File: config.mk
export PLATFORM = sky130hd
export DESIGN_NAME = cpu_ma_split_flat
export DESIGN_NICKNAME = d
export VERILOG_FILES = /design/src/rtl/cpu_ma_split_if.sv /design/src/rtl/cpu_ma_split.sv /design/src/flat_wrapper.sv
export SDC_FILE = /design/constraint.sdc
export NUM_CORES = 1
export LEC_CHECK = 0
export BUFFER_PORTS_ARGS = -buffer_cell sky130_fd_sc_hd__buf_4
export CORE_MARGIN = 4
export CORE_UTILIZATION = 57
export DETAILED_ROUTE_END_ITERATION = 6
export PLACE_DENSITY_LB_ADDON = 0.12
export SYNTH_ARGS = -nofsm -noshare
export SYNTH_HDL_FRONTEND = slang
export SYNTH_SLANG_ARGS = --single-unit
File: constraint.sdc
create_clock -name clk_i -period 10.4 [get_ports clk_i]
set_input_delay 0.52 -clock clk_i [delete_from_list [all_inputs] [get_ports clk_i]]
set_output_delay 0.52 -clock clk_i [all_outputs]
set_load 0.02 [all_outputs]
File: src/rtl/cpu_ma_split_if.sv
// Data-memory port of the memory-access stage: req/gnt request channel with a
// separate rvalid/rdata read-return channel.
interface cpu_ma_split_if #(
  parameter int XLEN = 32
);
  localparam int BB = XLEN / 8;

  logic            req;
  logic            gnt;
  logic [XLEN-1:0] addr;
  logic            we;
  logic [BB-1:0]   wmask;
  logic [XLEN-1:0] wdata;
  logic            rvalid;
  logic [XLEN-1:0] rdata;

  modport master (
    output req, addr, we, wmask, wdata,
    input  gnt, rvalid, rdata
  );

  modport slave (
    input  req, addr, we, wmask, wdata,
    output gnt, rvalid, rdata
  );
endinterface

File: src/rtl/cpu_ma_split.sv
// Memory-access stage between EX and WB: issues aligned bus beats (two for an
// access that crosses a bus word) and hands WB the merged, extended load data.
module cpu_ma_split #(
  parameter int              XLEN             = 32,
  parameter int              SPLIT_MISALIGNED = 1,
  parameter logic [XLEN-1:0] NOP_PC           = '0,
  parameter logic [31:0]     NOP_IR           = 32'h0000_0013
) (
  input  logic                  clk_i,
  input  logic                  rst_ni,
  input  logic                  valid_i,
  output logic                  ready_o,
  input  logic [XLEN-1:0]       pc_i,
  input  logic [31:0]           ir_i,
  input  logic [XLEN-1:0]       ma_addr_i,
  input  logic [1:0]            ma_mode_i,
  input  logic [1:0]            ma_size_i,
  input  logic                  ma_signed_i,
  input  logic [XLEN-1:0]       ma_data_i,
  input  logic [XLEN-1:0]       wb_data_i,
  input  logic                  wb_valid_i,
  cpu_ma_split_if.master        dmem,
  output logic                  valid_o,
  output logic [XLEN-1:0]       pc_o,
  output logic [31:0]           ir_o,
  output logic [XLEN-1:0]       wb_data_o,
  output logic                  wb_valid_o,
  output logic                  fault_o
);
  localparam int BB = XLEN / 8;
  localparam int OW = $clog2(BB);
  localparam logic [1:0] MA_LOAD  = 2'd1;
  localparam logic [1:0] MA_STORE = 2'd2;

  typedef enum logic [2:0] {IDLE, REQ0, WAIT0, REQ1, WAIT1} state_t;
  state_t state_q, state_d;

  // One bit per byte of an n-byte access, before lane positioning.
  function automatic logic [2*BB-1:0] byte_mask(input logic [1:0] size);
    logic [2*BB-1:0] m;
    int              nb;
    nb = 1 << size;
    for (int b = 0; b < 2*BB; b++) m[b] = (b < nb);
    return m;
  endfunction

  // Shift the two-beat window down to the access, keep n bytes, extend.
  function automatic logic [XLEN-1:0] load_fmt(input logic [2*XLEN-1:0] pair,
                                              input logic [OW-1:0]     off,
                                              input logic [1:0]        size,
                                              input logic              sgn);
    logic [2*XLEN-1:0] sh;
    logic [XLEN-1:0]   r;
    logic              sbit;
    int                nb;
    sh = pair >> {off, 3'b000};
    r  = sh[XLEN-1:0];
    nb = 1 << size;
    case (size)
      2'd0:    sbit = r[7];
      2'd1:    sbit = r[15];
      2'd2:    sbit = r[31];
      default: sbit = r[XLEN-1];
    endcase
    for (int b = 0; b < BB; b++)
      if (b >= nb) r[8*b +: 8] = {8{sgn & sbit}};
    return r;
  endfunction

  logic [OW-1:0] off_in;
  int            nb_in;
  logic          is_mem, split_in, fault_in, go_mem, accept;

  always_comb begin
    off_in   = ma_addr_i[OW-1:0];
    nb_in    = 1 << ma_size_i;
    is_mem   = (ma_mode_i == MA_LOAD) || (ma_mode_i == MA_STORE);
    split_in = (int'(off_in) + nb_in) > BB;
    fault_in = is_mem && ((nb_in > BB) || ((SPLIT_MISALIGNED == 0) && split_in));
    go_mem   = is_mem && !fault_in;
  end

  assign ready_o = (state_q == IDLE);
  assign accept  = valid_i && ready_o;

  // ---- accept: capture the instruction for the duration of the transaction
  logic [XLEN-1:0] addr_p0, data_p0, pc_p0, wbd_p0, rdata0_p0;
  logic [31:0]     ir_p0;
  logic [1:0]      size_p0;
  logic            sgn_p0, load_p0, wbv_p0, split_p0, cap0;

  always_ff @(posedge clk_i) begin
    if (accept) begin
      addr_p0  <= ma_addr_i;
      data_p0  <= ma_data_i;
      size_p0  <= ma_size_i;
      sgn_p0   <= ma_signed_i;
      load_p0  <= (ma_mode_i == MA_LOAD);
      split_p0 <= split_in;
      pc_p0    <= pc_i;
      ir_p0    <= ir_i;
      wbd_p0   <= wb_data_i;
      wbv_p0   <= wb_valid_i;
    end
    if (cap0) rdata0_p0 <= dmem.rdata;
  end

  // ---- bus beats: geometry derived from the captured access
  logic [OW-1:0]     off_q;
  logic [2*BB-1:0]   mask2;
  logic [2*XLEN-1:0] wdata2, pair;
  logic [XLEN-1:0]   base, load_res;
  logic              on_beat1;

  always_comb begin
    off_q    = addr_p0[OW-1:0];
    mask2    = byte_mask(size_p0) << off_q;
    wdata2   = {{XLEN{1'b0}}, data_p0} << {off_q, 3'b000};
    base     = {addr_p0[XLEN-1:OW], {OW{1'b0}}};
    on_beat1 = (state_q == REQ1) || (state_q == WAIT1);
    pair     = (state_q == WAIT1) ? {dmem.rdata, rdata0_p0} : {{XLEN{1'b0}}, dmem.rdata};
    load_res = load_fmt(pair, off_q, size_p0, sgn_p0);
  end

  assign dmem.req   = (state_q == REQ0) || (state_q == REQ1);
  assign dmem.addr  = on_beat1 ? base + XLEN'(BB) : base;
  assign dmem.we    = !load_p0;
  assign dmem.wmask = load_p0 ? '0 : (on_beat1 ? mask2[2*BB-1:BB] : mask2[BB-1:0]);
  assign dmem.wdata = on_beat1 ? wdata2[2*XLEN-1:XLEN] : wdata2[XLEN-1:0];

  always_ff @(posedge clk_i or negedge rst_ni) begin
    if (!rst_ni) state_q <= IDLE;
    else         state_q <= state_d;
  end

  logic done;

  always_comb begin
    state_d = state_q;
    done    = 1'b0;
    cap0    = 1'b0;
    case (state_q)
      IDLE:  if (accept && go_mem) state_d = REQ0;
      REQ0:
        if (dmem.gnt) begin
          if (load_p0)       state_d = WAIT0;
          else if (split_p0) state_d = REQ1;
          else begin
            done    = 1'b1;
            state_d = IDLE;
          end
        end
      WAIT0:
        if (dmem.rvalid) begin
          if (split_p0) begin
            cap0    = 1'b1;
            state_d = REQ1;
          end else begin
            done    = 1'b1;
            state_d = IDLE;
          end
        end
      REQ1:
        if (dmem.gnt) begin
          if (load_p0) state_d = WAIT1;
          else begin
            done    = 1'b1;
            state_d = IDLE;
          end
        end
      WAIT1:
        if (dmem.rvalid) begin
          done    = 1'b1;
          state_d = IDLE;
        end
      default: state_d = IDLE;
    endcase
  end

  // ---- retire: pass-through/fault retires on accept, memory ops on done
  always_ff @(posedge clk_i or negedge rst_ni) begin
    if (!rst_ni) begin
      valid_o    <= 1'b0;
      pc_o       <= NOP_PC;
      ir_o       <= NOP_IR;
      wb_data_o  <= '0;
      wb_valid_o <= 1'b0;
      fault_o    <= 1'b0;
    end else begin
      valid_o <= 1'b0;
      if (accept && !go_mem) begin
        valid_o    <= 1'b1;
        pc_o       <= pc_i;
        ir_o       <= ir_i;
        wb_data_o  <= wb_data_i;
        wb_valid_o <= wb_valid_i && !fault_in;
        fault_o    <= fault_in;
      end else if (done) begin
        valid_o    <= 1'b1;
        pc_o       <= pc_p0;
        ir_o       <= ir_p0;
        wb_data_o  <= load_p0 ? load_res : wbd_p0;
        wb_valid_o <= load_p0 && wbv_p0;
        fault_o    <= 1'b0;
      end
    end
  end
endmodule
File: src/flat_wrapper.sv
// flat-port wrapper written by rule: the top's interface ports become plain ports
module cpu_ma_split_flat 
#(
  parameter int              XLEN             = 32,
  parameter int              SPLIT_MISALIGNED = 1,
  parameter logic [XLEN-1:0] NOP_PC           = '0,
  parameter logic [31:0]     NOP_IR           = 32'h0000_0013
)
  (clk_i, rst_ni, valid_i, ready_o, pc_i, ir_i, ma_addr_i, ma_mode_i, ma_size_i, ma_signed_i, ma_data_i, wb_data_i, wb_valid_i, valid_o, pc_o, ir_o, wb_data_o, wb_valid_o, fault_o, dmem_req, dmem_addr, dmem_we, dmem_wmask, dmem_wdata, dmem_gnt, dmem_rvalid, dmem_rdata);
  cpu_ma_split_if #(.XLEN(XLEN)) dmem_i ();
  input  logic clk_i;
  input  logic rst_ni;
  input  logic valid_i;
  output logic ready_o;
  input  logic [XLEN-1:0] pc_i;
  input  logic [31:0] ir_i;
  input  logic [XLEN-1:0] ma_addr_i;
  input  logic [1:0] ma_mode_i;
  input  logic [1:0] ma_size_i;
  input  logic ma_signed_i;
  input  logic [XLEN-1:0] ma_data_i;
  input  logic [XLEN-1:0] wb_data_i;
  input  logic wb_valid_i;
  output logic valid_o;
  output logic [XLEN-1:0] pc_o;
  output logic [31:0] ir_o;
  output logic [XLEN-1:0] wb_data_o;
  output logic wb_valid_o;
  output logic fault_o;
  output wire logic [$bits(dmem_i.req)-1:0] dmem_req;
  output wire logic [$bits(dmem_i.addr)-1:0] dmem_addr;
  output wire logic [$bits(dmem_i.we)-1:0] dmem_we;
  output wire logic [$bits(dmem_i.wmask)-1:0] dmem_wmask;
  output wire logic [$bits(dmem_i.wdata)-1:0] dmem_wdata;
  input wire logic [$bits(dmem_i.gnt)-1:0] dmem_gnt;
  input wire logic [$bits(dmem_i.rvalid)-1:0] dmem_rvalid;
  input wire logic [$bits(dmem_i.rdata)-1:0] dmem_rdata;
  assign dmem_req = dmem_i.req;
  assign dmem_addr = dmem_i.addr;
  assign dmem_we = dmem_i.we;
  assign dmem_wmask = dmem_i.wmask;
  assign dmem_wdata = dmem_i.wdata;
  assign dmem_i.gnt = dmem_gnt;
  assign dmem_i.rvalid = dmem_rvalid;
  assign dmem_i.rdata = dmem_rdata;
  cpu_ma_split #(.XLEN(XLEN), .SPLIT_MISALIGNED(SPLIT_MISALIGNED), .NOP_PC(NOP_PC), .NOP_IR(NOP_IR)) u_core (.clk_i(clk_i), .rst_ni(rst_ni), .valid_i(valid_i), .ready_o(ready_o), .pc_i(pc_i), .ir_i(ir_i), .ma_addr_i(ma_addr_i), .ma_mode_i(ma_mode_i), .ma_size_i(ma_size_i), .ma_signed_i(ma_signed_i), .ma_data_i(ma_data_i), .wb_data_i(wb_data_i), .wb_valid_i(wb_valid_i), .dmem(dmem_i), .valid_o(valid_o), .pc_o(pc_o), .ir_o(ir_o), .wb_data_o(wb_data_o), .wb_valid_o(wb_valid_o), .fault_o(fault_o));
endmodule
==> results.ini, run 1 <==
[die]
die_y_um = 164
die_x_um = 164
start_util_pct = 58.5
rows = 56
io_pins = 373
core_area_mm2 = 0.0237
die_area_mm2 = 0.0269

[synthesis]
synth_edf_count = 198
synth_async_sr_flop_share_pct = 34.0
netlist_top_cells_area = edfxtp_1, dfrtp_1, mux2i_1
synth-seq-cells = 300
syn_area_per_cell_um2 = 12.8
ys_warn_count = 0
yosys.cell_types.count = 58
yosysSeqAreaShare_pct = 61.3
netlist_area_mm2 = 0.0139
ys.flop_type = edfxtp_1
yosys.area.top_type = edfxtp_1
synth_cells = 1087
yosysTopAreaCellShare_pct = 42.9

[critical_path]
cp-start-kind = flop
critPathKind = reg -> out
path_buf_inv = 3
cp_top_family = buffers and inverters
r2r_slack_ns = 6.30
cp_data_arrival_time_ns = 3.68
cp_slowest_cell = dfrtp_1
critPathMostFrequentCell = buf_4
crit_required_ns = 9.88
crit_path_end_kind = output port
worstPathMaxFanout = 52
slowest_delay_ns = 0.56
path_cells = nor3b_4 > buf_4 > a21o_1 > buf_4 > nand2b_1 > nor3_1 > nand3_1 > xnor2_1 > buf_4

[cells_and_area]
fill_cells = 1589
multi_input_area_mm2 = 0.00498
area_growth_pct = 28.3
nNetsFinal = 1630
final_util_pct = 75.1
regArea_mm2 = 0.00850
fin_cells = 1765
n_antenna_cell = 0
drive_gt1_share_pct = 33.3

[clock_network]
cts.sinks = 300
postCtsSetupRepairBufs = 0
cts_inserted_buffers = 30
root_buffer = clkbuf_16
clk_latency_ns = 0.55
htree_levels = 1
cts_buffer_depth = 3
cts_tree = built
clk_pin_slew_worst_paths_ns = 0.06

[power]
pwr-share-seq_pct = 39.3
switchingPower_uw = 1730
pwr-share-clk_pct = 22.4
cellLeakagePower_uw = 0.00722
swShare_pct = 36.8
p_comb_share_pct = 38.3
total_power_uw = 4690
ir_drop_mv = 0.225
cellPowerDensity_mw_per_mm2 = 264
p_int_uw = 2960

[drt]
routed_wl_um = 38100
wl_per_cell_um = 21.6
dr.pass1.iters = 6
drt.antenna.violating_nets = 0
via_count = 10500
vias_per_cell = 5.94
drt_iter0_drc = 920
drc_errors = 0

[outcome]
status = complete, no violations

[timing]
finalCritPeriodShare_pct = 40.4
report.final.hold_viol_count = 0
tightest_slew_ns = 1.07
worst_slack_ns = 6.20
finalClockSkew_ns = 0.0228
slew_headroom_pct = 28.6
fmax_ghz = 0.238
fin_tns_setup_ns = 0
finalCriticalPeriod_ns = 4.20
rsz0062_at_grt = false
finalMaxSlewViolations = 0
setup_viol_count_final = 0

[grt]
gr-total-overflow = 0
grt_antenna_before_repair = 0
gr-usage-all-layers_pct = 27.6
grt_pass1_wl_um = 57900
grt_pass1_vias = 10300
grt_max_degree = 122

[placed_design]
place.gp.congestion = 0.849
io_buffers = 370
dp_cells = 1708
dpl.hpwl_um = 26400
place_ws_ns = 6.35

[run]
cap_viol_max_count = 0

[worst_hold_path]
min_path_type = in -> reg

[worst register-to-register path, delay by kind of cell (launching register included)]
family / cells / cell delay, ns
buf+inv: 2 / 1.23
compound gates: 3 / 1.11
simple gates: 2 / 0.93
flops: 1 / 0.65
[final timing paths]
check,endpoint,from,cells past startpoint
setup / recovery,dmem_addr[19],u_core.state_q[1],9
hold / removal,u_core.pc_p0[10],pc_i[10],1
setup reg to reg,u_core.ir_o[27],u_core.state_q[1],7
hold reg to reg,u_core.wb_data_o[12],u_core.wbd_p0[12],2
max in group asynchronous,u_core.ir_o[23],rst_ni,3
min in group asynchronous,u_core.wb_data_o[12],rst_ni,2
[layout by cell type, fill, tap and decap left out, drive strengths merged, types with 3 or more instances in the layout]
cell,instances
clkinv,4
mux2,8
nor2,32
a31oi,3
o211a,7
nor2b,6
o21ai,132
buf,383
inv,12
nand3,39
mux4,23
a21oi,35
xnor2,22
o31ai,25
clkbuf,51
xor2,7
edfxtp,198
nand2b,3
dfrtp,99
a222oi,7
o21a,8
nand4,7
a221oi,9
o221ai,7
a221o,7
nor3,8
and3,6
nor4,5
mux2i,109
ha,4
nor3b,3
dfstp,3
a22oi,18
nand2,127
a211oi,11
[metrics by stage]
stage	hold WS (ns)	area [um2]
after floorplan	0.224	13900
after global placement	0.449	16800
after detailed placement	0.454	16800
after CTS	0.130	17800
after global routing	0.131	17800
final	0.154	17800
[routing by layer]
metal / track usage [%] / routed length (um)
met5: 0 / 0
met1: 35.2 / 14200
met4: 9.49 / 1540
met3: 7.13 / 3850
met2: 46.2 / 18600
[synth_stat cells (9+ instances only)]
master	number
nand3_1	39
buf_2	32
a211oi_1	11
a21oi_1	35
clkbuf_1	35
inv_1	9
mux2i_1	109
a22oi_1	18
o31ai_1	23
mux4_2	23
nor2_1	32
nand2_1	127
xnor2_1	22
buf_1	9
dfrtp_1	99
edfxtp_1	198
o21ai_0	114
a221oi_1	9
o21ai_1	18
[state kept, by name (all words and copies together), names as in the netlist]
name and cells:
u_core.split_p0 1, u_core.pc_o 32, u_core.ir_p0 32, u_core.rdata0_p0 32
u_core.addr_p0 32, u_core.state_q 3, u_core.wb_valid_o 1, u_core.valid_o 1
u_core.load_p0 1, u_core.ir_o 32, u_core.size_p0 2, u_core.wbd_p0 32
u_core.wbv_p0 1, u_core.pc_p0 32, u_core.data_p0 32, u_core.sgn_p0 1
u_core.fault_o 1, u_core.wb_data_o 32
[cell type report]
type / count / share of cell area (%)
clock buffers: 51 / 5.12
well taps: 319 / 2.25
flip-flops and latches: 300 / 47.8
inverters: 12 / 0.253
multi-input cells: 694 / 28.0
clock inverters: 5 / 0.282
repair buffers: 384 / 16.2
[logic make-up after synthesis]
kind of cell / Yosys count / share of synthesized area [%]
AOI/OAI and AO/OA: 278 / 13.1
xor gates and xnor gates: 29 / 1.83
adders and majority gates: 5 / 0.506
buffers and inverters: 94 / 3.08
DFF: 300 / 61.3
muxes: 140 / 12.3
other: 1 / 0.0271
and+or+nand+nor: 240 / 7.91
[power groups by stage]
stage	Sequential [uW]	Clock, uW	Combinational, uW
2_1_floorplan	2030	0	872
3_3_place_gp	1850	0	1760
3_5_place_dp	1850	0	1800
4_1_cts	1840	1070	1810
5_1_grt	1880	1120	1940
6_report	1840	1050	1800
[repair_timing]
item	4_1_cts	5_1_grt
gates resized for setup	0	0
hold buffers	1	0
hold endpoints to repair	7	0
(Power assumes the default switching activity.)
==> inputs of run 2 (changes only) <==
CORE_UTILIZATION = 53   (was 57)
clock period = 3.9 ns   (was 10.4 ns; I/O delays follow)
==> results.ini, run 2 (synthesized netlist as in run 1, its figures left out) <==
[placed_design]
dpl.hpwl_um = 27000  ; was 26400 um
io_buffers = 370  ; unchanged
place_ws_ns = 1.12  ; was 6.35 ns
place.gp.congestion = 0.889  ; was 0.849

[critical_path]
cp-start-kind = flop  ; unchanged
crit_path_end_kind = output port  ; unchanged
cp_top_family = simple AND/OR/NAND/NOR gates  ; was buffers and inverters
crit_required_ns = 3.70  ; was 9.88 ns
worstPathMaxFanout = 6  ; was 52
cp_slowest_cell = nor4b_2  ; was dfrtp_1
cp_data_arrival_time_ns = 3.13  ; was 3.68 ns
path_cells = nand4_1 > nor4_1 > nor4b_2 > and3_1 > nand3_1 > xnor2_1 > buf_4  ; was nor3b_4 > buf_4 > a21o_1 > buf_4 > nand2b_1 > nor3_1 > nand3_1 > xnor2_1 > buf_4
slowest_delay_ns = 0.62  ; was 0.56 ns
path_buf_inv = 1  ; was 3
critPathKind = reg -> out  ; unchanged

[timing]
rsz0062_at_grt = false  ; unchanged
finalCritPeriodShare_pct = 85.3
finalMaxSlewViolations = 0  ; unchanged
holdWs_ns = 0.165  ; was 0.154 ns
worst_slack_ns = 0.574  ; was 6.20 ns
fin_tns_setup_ns = 0  ; unchanged
slew_headroom_pct = 33.1  ; was 28.6%
report.final.hold_viol_count = 0  ; unchanged
finalCriticalPeriod_ns = 3.33
finalClockSkew_ns = 0.0132  ; was 0.0228 ns
tightest_slew_ns = 1.00  ; was 1.07 ns
fmax_ghz = 0.301
setup_viol_count_final = 0  ; unchanged

[clock_network]
htree_levels = 1  ; unchanged
root_buffer = clkbuf_16  ; unchanged
cts.sinks = 300  ; unchanged
cts_tree = built  ; unchanged
clk_latency_ns = 0.57  ; was 0.55 ns
clk_pin_slew_worst_paths_ns = 0.06  ; about the same
cts_buffer_depth = 3  ; unchanged
cts_inserted_buffers = 31  ; was 30

[drt]
vias_per_cell = 5.81  ; was 5.94
routed_wl_um = 42800  ; was 38100 um
dr.pass1.iters = 5  ; was 6
drc_errors = 0  ; unchanged
wl_per_cell_um = 21.5  ; was 21.6 um
via_count = 11500  ; was 10500
drt_iter0_drc = 1191  ; was 920
drt.antenna.violating_nets = 0  ; unchanged

[die]
start_util_pct = 54.4  ; was 58.5%
rows = 58  ; was 56
die_x_um = 170  ; was 164 um
die_area_mm2 = 0.0288  ; was 0.0269 mm2
io_pins = 373  ; unchanged
core_area_mm2 = 0.0255  ; was 0.0237 mm2
die_y_um = 170  ; was 164 um

[power]
cellPowerDensity_mw_per_mm2 = 652  ; was 264 mW/mm2
total_power_uw = 13000  ; was 4690 uW
ir_drop_mv = 0.559  ; was 0.225 mV
cellLeakagePower_uw = 0.00813  ; was 0.00722 uW

[cells_and_area]
area_growth_pct = 43.8  ; was 28.3%
drive_gt1_share_pct = 29.7  ; was 33.3%
nNetsFinal = 1838  ; was 1630
final_common_cell = buf_4  ; unchanged
layout_common_cells = buf_4, dlygate4sd3_1, edfxtp_1  ; was buf_4, edfxtp_1, nand2_1

[grt]
grt_antenna_before_repair = 2  ; was 0
grt_max_degree = 170  ; was 122
gr-usage-all-layers_pct = 28.6  ; was 27.6%
grt_pass1_wl_um = 65900  ; was 57900 um
gr-total-overflow = 0  ; unchanged
grt_pass1_vias = 11700  ; was 10300

[outcome]
status = complete, no violations  ; unchanged

[worst_hold_path]
min_path_type = in -> async  ; was in -> reg

[run]
cap_viol_max_count = 0  ; unchanged

## run 2: report_power, final
part	switching [uW]	internal, uW	total [uW]
registers	529	4390	4920
logic	3080	2020	5100
clock network	1250	1740	2980
## run 2: routing by layer
layer	share of wire, %	track usage, %	wire (um)
met5	0	0	0
met4	2.7	7.53	1170
met3	10	6.73	4370
met2	49	48.4	20900
met1	38	37.6	16400
## run 2: metrics by stage
stage | util (%) | std cells | cell area [um2]
finish | 78.3 | 1987 | 19900
global route | 78.3 | 1987 | 19900
CTS | 78.3 | 1985 | 19900
detailed placement | 66.3 | 1726 | 16900
global placement | 66.3 | 1726 | 16900
floorplan | - | 1088 | 13900
## run 2: what timing repair did
| action | in CTS | in global routing |
|---|---|---|
| hold buffers | 201 | 0 |
| resized for setup | 0 | 0 |
| buffers inserted | 0 | 0 |
| endpoints found under the setup margin | 0 | 0 |
| endpoints found under the hold margin | 335 | 0 |
## run 2: area by class of cell
| class | count | area (um2) |
|---|---|---|
| flip-flops and latches | 300 | 8500 |
| fillers | 1529 | 5530 |
| multi-input cells | 694 | 4980 |
| repair buffers | 591 | 4960 |
| clock buffers | 48 | 910 |
| well taps | 330 | 413 |
| clock inverters | 10 | 118 |
| inverters | 12 | 45.0 |
| diodes | 2 | 5.00 |
## run 2: final timing paths
kind                       slack [ns]               from                   end  cells past startpoint
max                              0.57  u_core.addr_p0[5]         dmem_addr[29]                      7
min                              0.17             rst_ni  u_core.wb_data_o[28]                      2
max reg2reg                      1.06  u_core.state_q[1]       u_core.ir_o[25]                      6
min reg2reg                      0.47  u_core.wbd_p0[12]  u_core.wb_data_o[12]                      2
max in group asynchronous        2.83             rst_ni        u_core.ir_o[0]                      3
min in group clk_i               0.35      wb_data_i[24]     u_core.wbd_p0[24]                      2
